`src/rtl/rom_dl_streamer.sv`:
```
// rtl/rom_dl_streamer.sv - ROM image streamer: host byte fetch, paced dl_wr replay, core reset and checksum
module rom_dl_streamer #(
  parameter int unsigned IMAGE_SIZE = 'h5000,
  parameter logic [24:0] SRC_BASE   = 25'd0,
  parameter int unsigned WR_GAP     = 3
) (
  input  logic        clk,
  input  logic        rst,
  input  logic        start,
  output logic        src_req,
  output logic [24:0] src_addr,
  input  logic        src_ack,
  input  logic [7:0]  src_data,
  output logic [24:0] dl_addr,
  output logic [7:0]  dl_data,
  output logic        dl_wr,
  output logic        busy,
  output logic        done,
  output logic        core_rst,
  output logic [7:0]  checksum
);

  typedef enum logic [2:0] {
    S_IDLE,
    S_FETCH,
    S_WRITE,
    S_GAP,
    S_DONE
  } state_t;

  // Index of the final byte; the load ends after this byte's write and gap.
  localparam logic [24:0] LAST_IDX = 25'(IMAGE_SIZE - 1);
  // Gap counter counts down from WR_GAP-1 to 0, one GAP cycle per step.
  localparam logic [3:0]  GAP_LAST = 4'(WR_GAP - 1);
  localparam bit          HAS_GAP  = (WR_GAP != 0);

  state_t      state;
  state_t      state_next;
  logic [24:0] count;
  logic [24:0] count_next;
  logic [3:0]  gap_cnt;
  logic [3:0]  gap_cnt_next;
  logic        launch;
  logic        byte_end;

  // Next-state logic: walk FETCH -> WRITE -> GAP per byte, then advance or finish.
  always_comb begin
    state_next   = state;
    count_next   = count;
    gap_cnt_next = gap_cnt;
    launch       = 1'b0;
    byte_end     = 1'b0;
    case (state)
      S_IDLE, S_DONE: begin
        if (start) begin
          state_next = S_FETCH;
          count_next = 25'd0;
          launch     = 1'b1;
        end
      end
      S_FETCH: begin
        if (src_ack) begin
          state_next = S_WRITE;
        end
      end
      S_WRITE: begin
        if (HAS_GAP) begin
          state_next   = S_GAP;
          gap_cnt_next = GAP_LAST;
        end else begin
          byte_end = 1'b1;
        end
      end
      S_GAP: begin
        if (gap_cnt == 4'd0) begin
          byte_end = 1'b1;
        end else begin
          gap_cnt_next = gap_cnt - 4'd1;
        end
      end
      default: begin
        state_next = S_IDLE;
      end
    endcase
    if (byte_end) begin
      if (count == LAST_IDX) begin
        state_next = S_DONE;
      end else begin
        count_next = count + 25'd1;
        state_next = S_FETCH;
      end
    end
  end

  // State, byte index and gap counter registers.
  always_ff @(posedge clk) begin
    if (rst) begin
      state   <= S_IDLE;
      count   <= 25'd0;
      gap_cnt <= 4'd0;
    end else begin
      state   <= state_next;
      count   <= count_next;
      gap_cnt <= gap_cnt_next;
    end
  end

  // Status and fetch outputs, registered from the next state so they line up with it.
  always_ff @(posedge clk) begin
    if (rst) begin
      src_req  <= 1'b0;
      src_addr <= SRC_BASE;
      busy     <= 1'b0;
      done     <= 1'b0;
      core_rst <= 1'b1;
    end else begin
      src_req  <= (state_next == S_FETCH);
      src_addr <= SRC_BASE + count_next;
      busy     <= (state_next == S_FETCH) || (state_next == S_WRITE) || (state_next == S_GAP);
      done     <= (state_next == S_DONE);
      core_rst <= (state_next != S_DONE);
    end
  end

  // Download datapath: capture the acked byte, strobe it once, accumulate the checksum.
  always_ff @(posedge clk) begin
    if (rst) begin
      dl_wr    <= 1'b0;
      dl_addr  <= 25'd0;
      dl_data  <= 8'd0;
      checksum <= 8'd0;
    end else begin
      dl_wr <= (state == S_FETCH) && src_ack;
      if ((state == S_FETCH) && src_ack) begin
        dl_data <= src_data;
        dl_addr <= count;
      end
      if (launch) begin
        checksum <= 8'd0;
      end else if (state == S_WRITE) begin
        checksum <= checksum + dl_data;
      end
    end
  end

endmodule

```
`config.mk`:
```
export PLATFORM = sky130hd
export DESIGN_NAME = rom_dl_streamer
export DESIGN_NICKNAME = d
export VERILOG_FILES = /design/src/rtl/rom_dl_streamer.sv
export SDC_FILE = /design/constraint.sdc
export NUM_CORES = 1
export LEC_CHECK = 0
export CAP_MARGIN = 25
export CELL_PAD_IN_SITES_DETAIL_PLACEMENT = 1
export CELL_PAD_IN_SITES_GLOBAL_PLACEMENT = 2
export CORE_ASPECT_RATIO = 1.25
export CORE_MARGIN = 2
export CORE_UTILIZATION = 34
export CTS_BUF_LIST = sky130_fd_sc_hd__clkbuf_4 sky130_fd_sc_hd__clkbuf_8
export DETAILED_ROUTE_END_ITERATION = 10
export DONT_BUFFER_PORTS = 1
export GPL_TIMING_DRIVEN = 0
export PLACE_DENSITY_LB_ADDON = 0.1
export SYNTH_ARGS = -nofsm -noshare
export SYNTH_HDL_FRONTEND = slang
export SYNTH_SLANG_ARGS = --single-unit
export TNS_END_PERCENT = 10
```
`constraint.sdc`:
```
create_clock -name clk -period 1.85 [get_ports clk]
set_input_delay 0.185 -clock clk [delete_from_list [all_inputs] [get_ports clk]]
set_output_delay 0.185 -clock clk [all_outputs]
set_load 0.02 [all_outputs]
```
* Word-level counts from Yosys, hierarchy flattened
Index checks and enable logic that the tools add are counted.
** Word-level totals
- Logic and storage cells :: 49
- Input port bits :: 12
- Bits in registers :: 78
- Output and inout bits :: 71
** Operators by class
- Multiplexer cells :: 15
- Eq/ne operators :: 11
- $add $sub $neg :: 3
- Reduce and logical (&&, ||, !) cells :: 9
** Operator list (count)
- $mux W25 :: 4
- $add A25 B1 Y25 const B :: 1
- $eq A25 B15 Y1 const B :: 1
- $eq A3 B2 Y1 const B :: 4
- $mux W3 :: 4
- $pmux W3 S4 :: 1
- $add A8 B8 Y8 :: 1
- $pmux W4 S2 :: 1
- $eq A3 B1 Y1 const B :: 2
- $eq A3 B3 Y1 const B :: 2
- $logic_not A4 Y1 :: 1
- $mux W1 :: 4
- $mux W4 :: 1
- $reduce_or A2 Y1 :: 2
- $sub A4 B1 Y4 const B :: 1
- $logic_not A3 Y1 :: 1
- $ne A3 B3 Y1 const B :: 1
- $logic_or A1 B1 Y1 :: 2
- $ne A2 B2 Y1 const B :: 1
- $reduce_and A2 Y1 :: 1
- $reduce_bool A2 Y1 :: 1
- $logic_and A1 B1 Y1 :: 1

* Logic depth before layout (Yosys ltp)
Gate-level depths: netlist (run 1).
- Depth after elaboration :: 7
- Mapped depth :: 9
- Depth with buffers taken out :: 9

* Worst setup path before layout (run 1)
No wires, ideal clock.
- Kind :: flip-flop to flip-flop
- From :: reg checksum[0]
- To :: reg checksum[6]
- Setup time :: 0.062 ns
- Arrival :: 2.016 ns
- Stages on the path, launching flop included :: 10
- Data required time :: 1.788 ns
- Path buffers :: 0
- Setup slack :: -0.228 ns
- Period minus slack after synthesis :: 2.078 ns
- Path through :: dfxtp_1 > ha_1 > inv_1 > fa_1 > nor2b_1 > o21ai_0 > a21boi_0 > o21ai_0 > or4_1 > nand3_1
** Between the ends
- Cells in the longest elaborated chain, start to end :: 1
** RTL lines
- from (decl) :: line 20 : output logic [7:0] checksum
- from (signal assigned) :: line 141 : checksum <= checksum + dl_data;
- $add A8 B8 Y8 :: line 141
Every way passes these cells.
A chain may end at the register's enable or synchronous reset.

* Final worst setup path (run 1)
- From :: reg dl_data[0]
- To :: reg checksum[6]
** Between the ends
- Cells in the longest elaborated chain, start to end :: 1
** RTL lines
- from (decl) :: line 15 : output logic [7:0] dl_data,
- from (signal assigned) :: line 135 : dl_data <= src_data;
- $add A8 B8 Y8 :: line 141
Every way passes these cells.

==> results of run 1 <==
-- layout by cell type (no fill, tap or decap), types with 4 or more instances in the layout --
cell type                        n
sky130_fd_sc_hd__nor2_1         38
sky130_fd_sc_hd__dfxtp_4        11
sky130_fd_sc_hd__clkbuf_1        6
sky130_fd_sc_hd__xor2_1         18
sky130_fd_sc_hd__clkbuf_2        8
sky130_fd_sc_hd__dfxtp_1        48
sky130_fd_sc_hd__nand3_1        15
sky130_fd_sc_hd__clkbuf_8       11
sky130_fd_sc_hd__nand2_1        87
sky130_fd_sc_hd__dfxtp_2        19
sky130_fd_sc_hd__and3_1         10
sky130_fd_sc_hd__inv_1           5
sky130_fd_sc_hd__a21o_1          4
sky130_fd_sc_hd__buf_4           9
sky130_fd_sc_hd__ha_1            6
sky130_fd_sc_hd__ha_4            4
sky130_fd_sc_hd__a21oi_1        45
sky130_fd_sc_hd__and2_1          4
sky130_fd_sc_hd__nand4_1         6
sky130_fd_sc_hd__nand2b_1        4
sky130_fd_sc_hd__dlygate4sd3_1   9
-- critical path, cell delays in order, from the launching register on --
cell and delay (ps):
sky130_fd_sc_hd__dfxtp_4 410, sky130_fd_sc_hd__ha_4 150, sky130_fd_sc_hd__inv_2 40, sky130_fd_sc_hd__fa_2 350
sky130_fd_sc_hd__nor2b_1 120, sky130_fd_sc_hd__o21ai_1 80, sky130_fd_sc_hd__a21boi_1 180, sky130_fd_sc_hd__o21ai_1 100
sky130_fd_sc_hd__or4_1 400, sky130_fd_sc_hd__nand3_1 90
-- metrics by stage --
step	cells	cell area [um2]
5_1_grt	568	4180
4_1_cts	565	4050
2_1_floorplan	411	3430
6_report	568	4180
3_5_place_dp	537	3580
3_3_place_gp	537	3580
-- repair_timing --
item | CTS | global route
endpoints found under the hold margin | 9 | 0
endpoints found under the setup margin | 65 | 61
resized for setup | 52 | 31
pin swaps | 11 | 7
setup buffers | 5 | 3
hold buffers | 9 | 0
cloned | 1 | 1
-- final timing paths --
path	endpoint	from
max	checksum[6]	dl_data[0]
min	src_addr[24]	rst
max reg2reg	checksum[6]	dl_data[0]
min reg2reg	gap_cnt[1]	gap_cnt[1]
-- sequential cells by signal (all words and copies together), names as in the netlist --
signal    count
dl_addr      25
src_addr     25
checksum      8
dl_data       8
gap_cnt       4
state         3
busy          1
core_rst      1
dl_wr         1
done          1
src_req       1
-- metal layers --
layer,wire [um],track usage,vias up
met5,0,0,-
met4,193,0.0899,0
met3,418,0.0390,12
met2,5210,0.333,59
met1,4140,0.216,1441
li1,-,-,1450
-- area by class of cell --
type                       instances  share of cell area
buffer                            19              0.0254
clock buffer                      13              0.0398
clock inverter                     1             0.00719
inverter                           8             0.00719
multi-input combinational        304               0.454
sequential                        78               0.389
tap                              126              0.0377
timing repair buffer              19              0.0389
-- cell families (layout without fill, tap and decap cells) --
family	after synthesis	count (layout)	synth area share
compound gates	67	67	0.112
xor+xnor	21	21	0.0539
fa+ha+maj	11	11	0.0425
buf+inv	29	60	0.0344
flops	78	78	0.457
mux	5	5	0.0165
simple gates	200	200	0.284
-- power groups by stage --
stage,sequential [mW],combinational [mW],clock [mW]
after floorplan,1.77,0.151,0
after global placement,1.78,0.217,0
after detailed placement,1.78,0.222,0
after CTS,1.74,0.247,1.38
after global routing,1.74,0.285,1.46
final,1.74,0.256,1.34
==> out/metrics.cfg, run 1 <==
[logic_synthesis]
synth_area_leaders=sky130_fd_sc_hd__dfxtp_1, sky130_fd_sc_hd__nand2_1, sky130_fd_sc_hd__a21oi_1
synth_async_sr_flop_share=0
synthesis.yosys.warnings=0
synthFlopType=sky130_fd_sc_hd__dfxtp_1
synthDominantCellAreaShare=0.457
yosys_register_bits=78
ys_top_cells_by_count=sky130_fd_sc_hd__nand2_1, sky130_fd_sc_hd__dfxtp_1, sky130_fd_sc_hd__a21oi_1
synth_seq_area_share=0.457
yosysUniqueCellTypes=51
synth_area_per_cell_um2=8.31
most_numerous_cell_in_the_yosys_netlist=sky130_fd_sc_hd__nand2_1
synthDominantAreaCellType=sky130_fd_sc_hd__dfxtp_1
postSynthNetCount=434
syn_inst_count=411
synth-edff-count=0
synth.cell_area_um2=3410

[clock_tree]
cts.sinks=78
tritoncts=yes
path_clk_slew_ps=80
ctsLongestPathBuffers=2
clock_tree.root_cell=sky130_fd_sc_hd__clkbuf_8
clk-insertion-delay-late_ps=360
number_of_h_tree_levels=3
tritoncts.num_buffers=9

[global_routing]
gr-usage-all-layers=0.188
grt_antenna_before_repair=0
maximum_number_of_pins_on_one_net_before_global_route_repair=12
grt_first_pass_wirelength_mm=15.7
globalRouteOverflowTotal=0
grt_pass1_vias=3011

[layout]
nets=462
nFillCells=1148
seq_area_um2=1630
antennaDiodeCount=0
layout-area-overhead-vs-synth_pct=22.4
multi_input_comb_area_um2=1900
final_layout_size_suffix_gt1_frac=0.224
layout.core_utilization=0.430

[floorplanning]
fp.coreArea_um2=9710
initial_utilization=0.352
row_count=40
io-pin-count=83
overall_die_height_um=116
floorplan.die.width_um=93.6
dieArea_um2=10900

[worst_hold_path]
hold_path_depth=2
worst_hold_path_type=primary input to register

[timing]
total_of_endpoints_with_negative_setup_slack_in_the_final_report=1
final_critical_path_setup_slack_ps=-124
final.hold.worst_slack_ps=22.3
grt_setup_unrepaired=yes
clock_skew_ps=10.3
fin_crit_sh=1.07
fin_crit_ps=1970
fmax_mhz=507
max_slew_margin=0.610
number_of_failing_hold_endpoints_at_the_final_stage=0
tightest_slew_ps=585
final_max_slew_viol_count=0
setup_tns_ps=-124

[critical_path]
rrSetupSlack_ps=-120
worstSetupStartpointType=register
end_kind=register
register_to_register_path_depth=9
critical_path.max_fanout=3
cp_data_required_time_ps=2160
timing_worst_setup_path_type=register to register
arrival_ps=2280

[route]
wl_per_cell_um=17.5
via_per_inst=5.21
route.antenna.remaining_nets=0
first_pass_iteration_count_of_the_detailed_router=4
drt_drc_violations_left=0
drt_iter0_drc=49
dr_total_vias=2962
drt-total-wl_mm=9.96

[run_status]
status=complete, but fails checks
violations=negative setup slack

[power]
power.share.sequential=0.521
internal_power_mw=2.50
pwr_density_cell_nw_per_um2=799
vdd.ir_drop.worst_uv=349
switching_power_of_the_nets_uw=843
power.static_leakage_nw=1.53
pwr-share-clk=0.403
p_total_mw=3.34
power_frac_comb=0.077
power_switching_share=0.252

[job]
maxCapViolCount=0

[place]
place.port_buffers=0
post-place-ws_ps=-332
dp_hpwl_mm=7.00
gp_congestion=0.720

(Power assumes the default switching activity.)
==> run 2: changes to the inputs <==
MAX_ROUTING_LAYER = met4   (was default)
==> out/metrics.cfg, run 2 (synthesis gave the netlist of run 1 again) <==
[route]
drt-total-wl_mm=10.0  ; +0.34%
route.antenna.remaining_nets=0  ; unchanged
first_pass_iteration_count_of_the_detailed_router=4  ; unchanged
via_per_inst=5.23  ; +0.30%
drt_drc_violations_left=0  ; unchanged
dr_total_vias=2976  ; +0.47%
drt_iter0_drc=61  ; +24%
wl_per_cell_um=17.6  ; +0.16%

[global_routing]
grt_antenna_before_repair=0  ; unchanged
grt_pass1_vias=3001  ; -0.33%
grt-busiest-layer=met2
globalRouteOverflowTotal=0  ; unchanged
maximum_number_of_pins_on_one_net_before_global_route_repair=12  ; unchanged
grt_first_pass_wirelength_mm=15.7  ; -0.13%
global_route.usage.met1=0.219  ; +0.00322
gr-usage-met3=0.0351  ; -0.00390
gr-usage-met2=0.333  ; -0.000480
gr-usage-all-layers=0.194  ; +0.00583

[clock_tree]
number_of_h_tree_levels=3  ; unchanged
tritoncts.num_buffers=9  ; unchanged
clk-insertion-delay-late_ps=360  ; about the same
ctsLongestPathBuffers=2  ; unchanged
clock_tree.root_cell=sky130_fd_sc_hd__clkbuf_8
cts.sinks=78  ; unchanged
path_clk_slew_ps=80  ; about the same
tritoncts=yes

[timing]
number_of_failing_hold_endpoints_at_the_final_stage=0  ; unchanged
fin_crit_ps=1970  ; -3.22 ps
final_critical_path_setup_slack_ps=-120  ; +3.22 ps
fmax_mhz=508  ; +0.16%
grt_setup_unrepaired=yes
final_max_slew_viol_count=0  ; unchanged
tightest_slew_ps=579  ; -6.72 ps
total_of_endpoints_with_negative_setup_slack_in_the_final_report=1  ; unchanged
fin_crit_sh=1.07  ; -0.00174
max_slew_margin=0.613  ; +0.00305
clock_skew_ps=9.09  ; -1.19 ps

[layout]
mostFrequentLayoutCells=sky130_fd_sc_hd__nand2_1, sky130_fd_sc_hd__dfxtp_1, sky130_fd_sc_hd__a21oi_1
nets=463  ; +0.22%
final_layout_size_suffix_gt1_frac=0.226  ; +0.00175
instances_no_fill=569  ; +0.18%
antennaDiodeCount=0  ; unchanged
commonest_non_fill_non_tap_cell_in_the_layout=sky130_fd_sc_hd__nand2_1
post-route-cell-area_um2=4190  ; +0.27%
layout-area-overhead-vs-synth_pct=22.7
reg.largest.list=dl_addr: 25 flops, src_addr: 25 flops

[floorplanning]
initial_utilization=0.352  ; unchanged
row_count=40  ; unchanged
overall_die_height_um=116  ; unchanged
dieArea_um2=10900  ; unchanged
fp.coreArea_um2=9710  ; unchanged
io-pin-count=83  ; unchanged
floorplan.die.width_um=93.6  ; unchanged

[worst_hold_path]
hold_path_depth=3  ; +1
min_from=rst
hold-path-endpoint=src_addr[21]
worst_hold_path_type=primary input to register

[place]
gp_congestion=0.729  ; +1.2%
place.port_buffers=0  ; unchanged
placed_cells=537  ; unchanged
placed_cell_area_um2=3580  ; unchanged
dp_hpwl_mm=7.00  ; unchanged

[power]
pwr_density_cell_nw_per_um2=797  ; -0.27%
vdd.ir_drop.worst_uv=311  ; -11%
power.static_leakage_nw=1.54  ; +0.49%
p_total_mw=3.34  ; about the same

[critical_path]
rrSetupSlack_ps=-120  ; about the same
cp_data_required_time_ps=2160  ; about the same
timing.rr.end=checksum[6]
end_kind=register
critical_path.max_fanout=3  ; unchanged
worst_r2r_startpoint=dl_data[0]
arrival_ps=2280  ; about the same
worstSetupStartpointType=register
timing_worst_setup_path_type=register to register
register_to_register_path_depth=9  ; unchanged

[run_status]
violations=negative setup slack
status=complete, but fails checks

[job]
maxCapViolCount=0  ; unchanged

==> run 2: power breakdown <==
part	internal (mW)	total [mW]	switching (mW)
sequential	1.69	1.74	0.0491
clock	0.714	1.34	0.627
combinational	0.0941	0.259	0.165
total	2.50	3.34	0.841
==> run 2: cell type report <==
cell class | instances | area, um2
buffer | 19 | 108
clock buffer | 13 | 166
clock inverter | 1 | 30.0
fill | 1149 | 5520
inverter | 8 | 30.0
multi-input combinational | 304 | 1900
sequential | 78 | 1630
tap | 126 | 158
timing repair buffer | 20 | 173
==> run 2: per-stage QoR <==
step	setup slack, ps	setup TNS (ps)	utilization	hold slack, ps
floorplan	2.28	0	-	311
detailed placement	-332	-15290	0.369	319
global placement	-279	-13820	0.369	314
global route	-216	-658	0.432	93.9
finish	-120	-120	0.432	94.9
CTS	-168	-459	0.417	17.6
==> run 2: critical path: stages (launching register included) <==
cell                       delay [ps]
sky130_fd_sc_hd__dfxtp_4          410
sky130_fd_sc_hd__ha_4             150
sky130_fd_sc_hd__inv_2             40
sky130_fd_sc_hd__fa_2             350
sky130_fd_sc_hd__nor2b_1          120
sky130_fd_sc_hd__o21ai_1           80
sky130_fd_sc_hd__a21boi_1         180
sky130_fd_sc_hd__o21ai_1          100
sky130_fd_sc_hd__or4_1            400
sky130_fd_sc_hd__nand3_1           90
==> run 2: routing by layer <==
metal / up-vias / wire, um
li1: 1446 / -
met1: 1458 / 4170
met2: 58 / 5250
met3: 14 / 384
met4: 0 / 192
met5: - / 0
==> run 2: timing repair <==
action	CTS	global route
gates cloned	1	1
hold buffers	9	1
setup buffers	5	3
gates resized for setup	52	33
setup endpoints to repair	65	61
endpoints found under the hold margin	9	1
pin swaps	11	7
==> run 2: worst max path at each step <==
stage               start          end  slack, ps  cells after the start
2_1_floorplan  dl_data[0]  checksum[6]          2                      9
3_3_place_gp     state[0]   dl_data[7]       -280                      6
3_5_place_dp     state[0]   dl_data[7]       -330                      6
4_1_cts        dl_data[0]  checksum[6]       -170                      9
5_1_grt        dl_data[0]  checksum[6]       -220                      9
6_report       dl_data[0]  checksum[6]       -120                      9
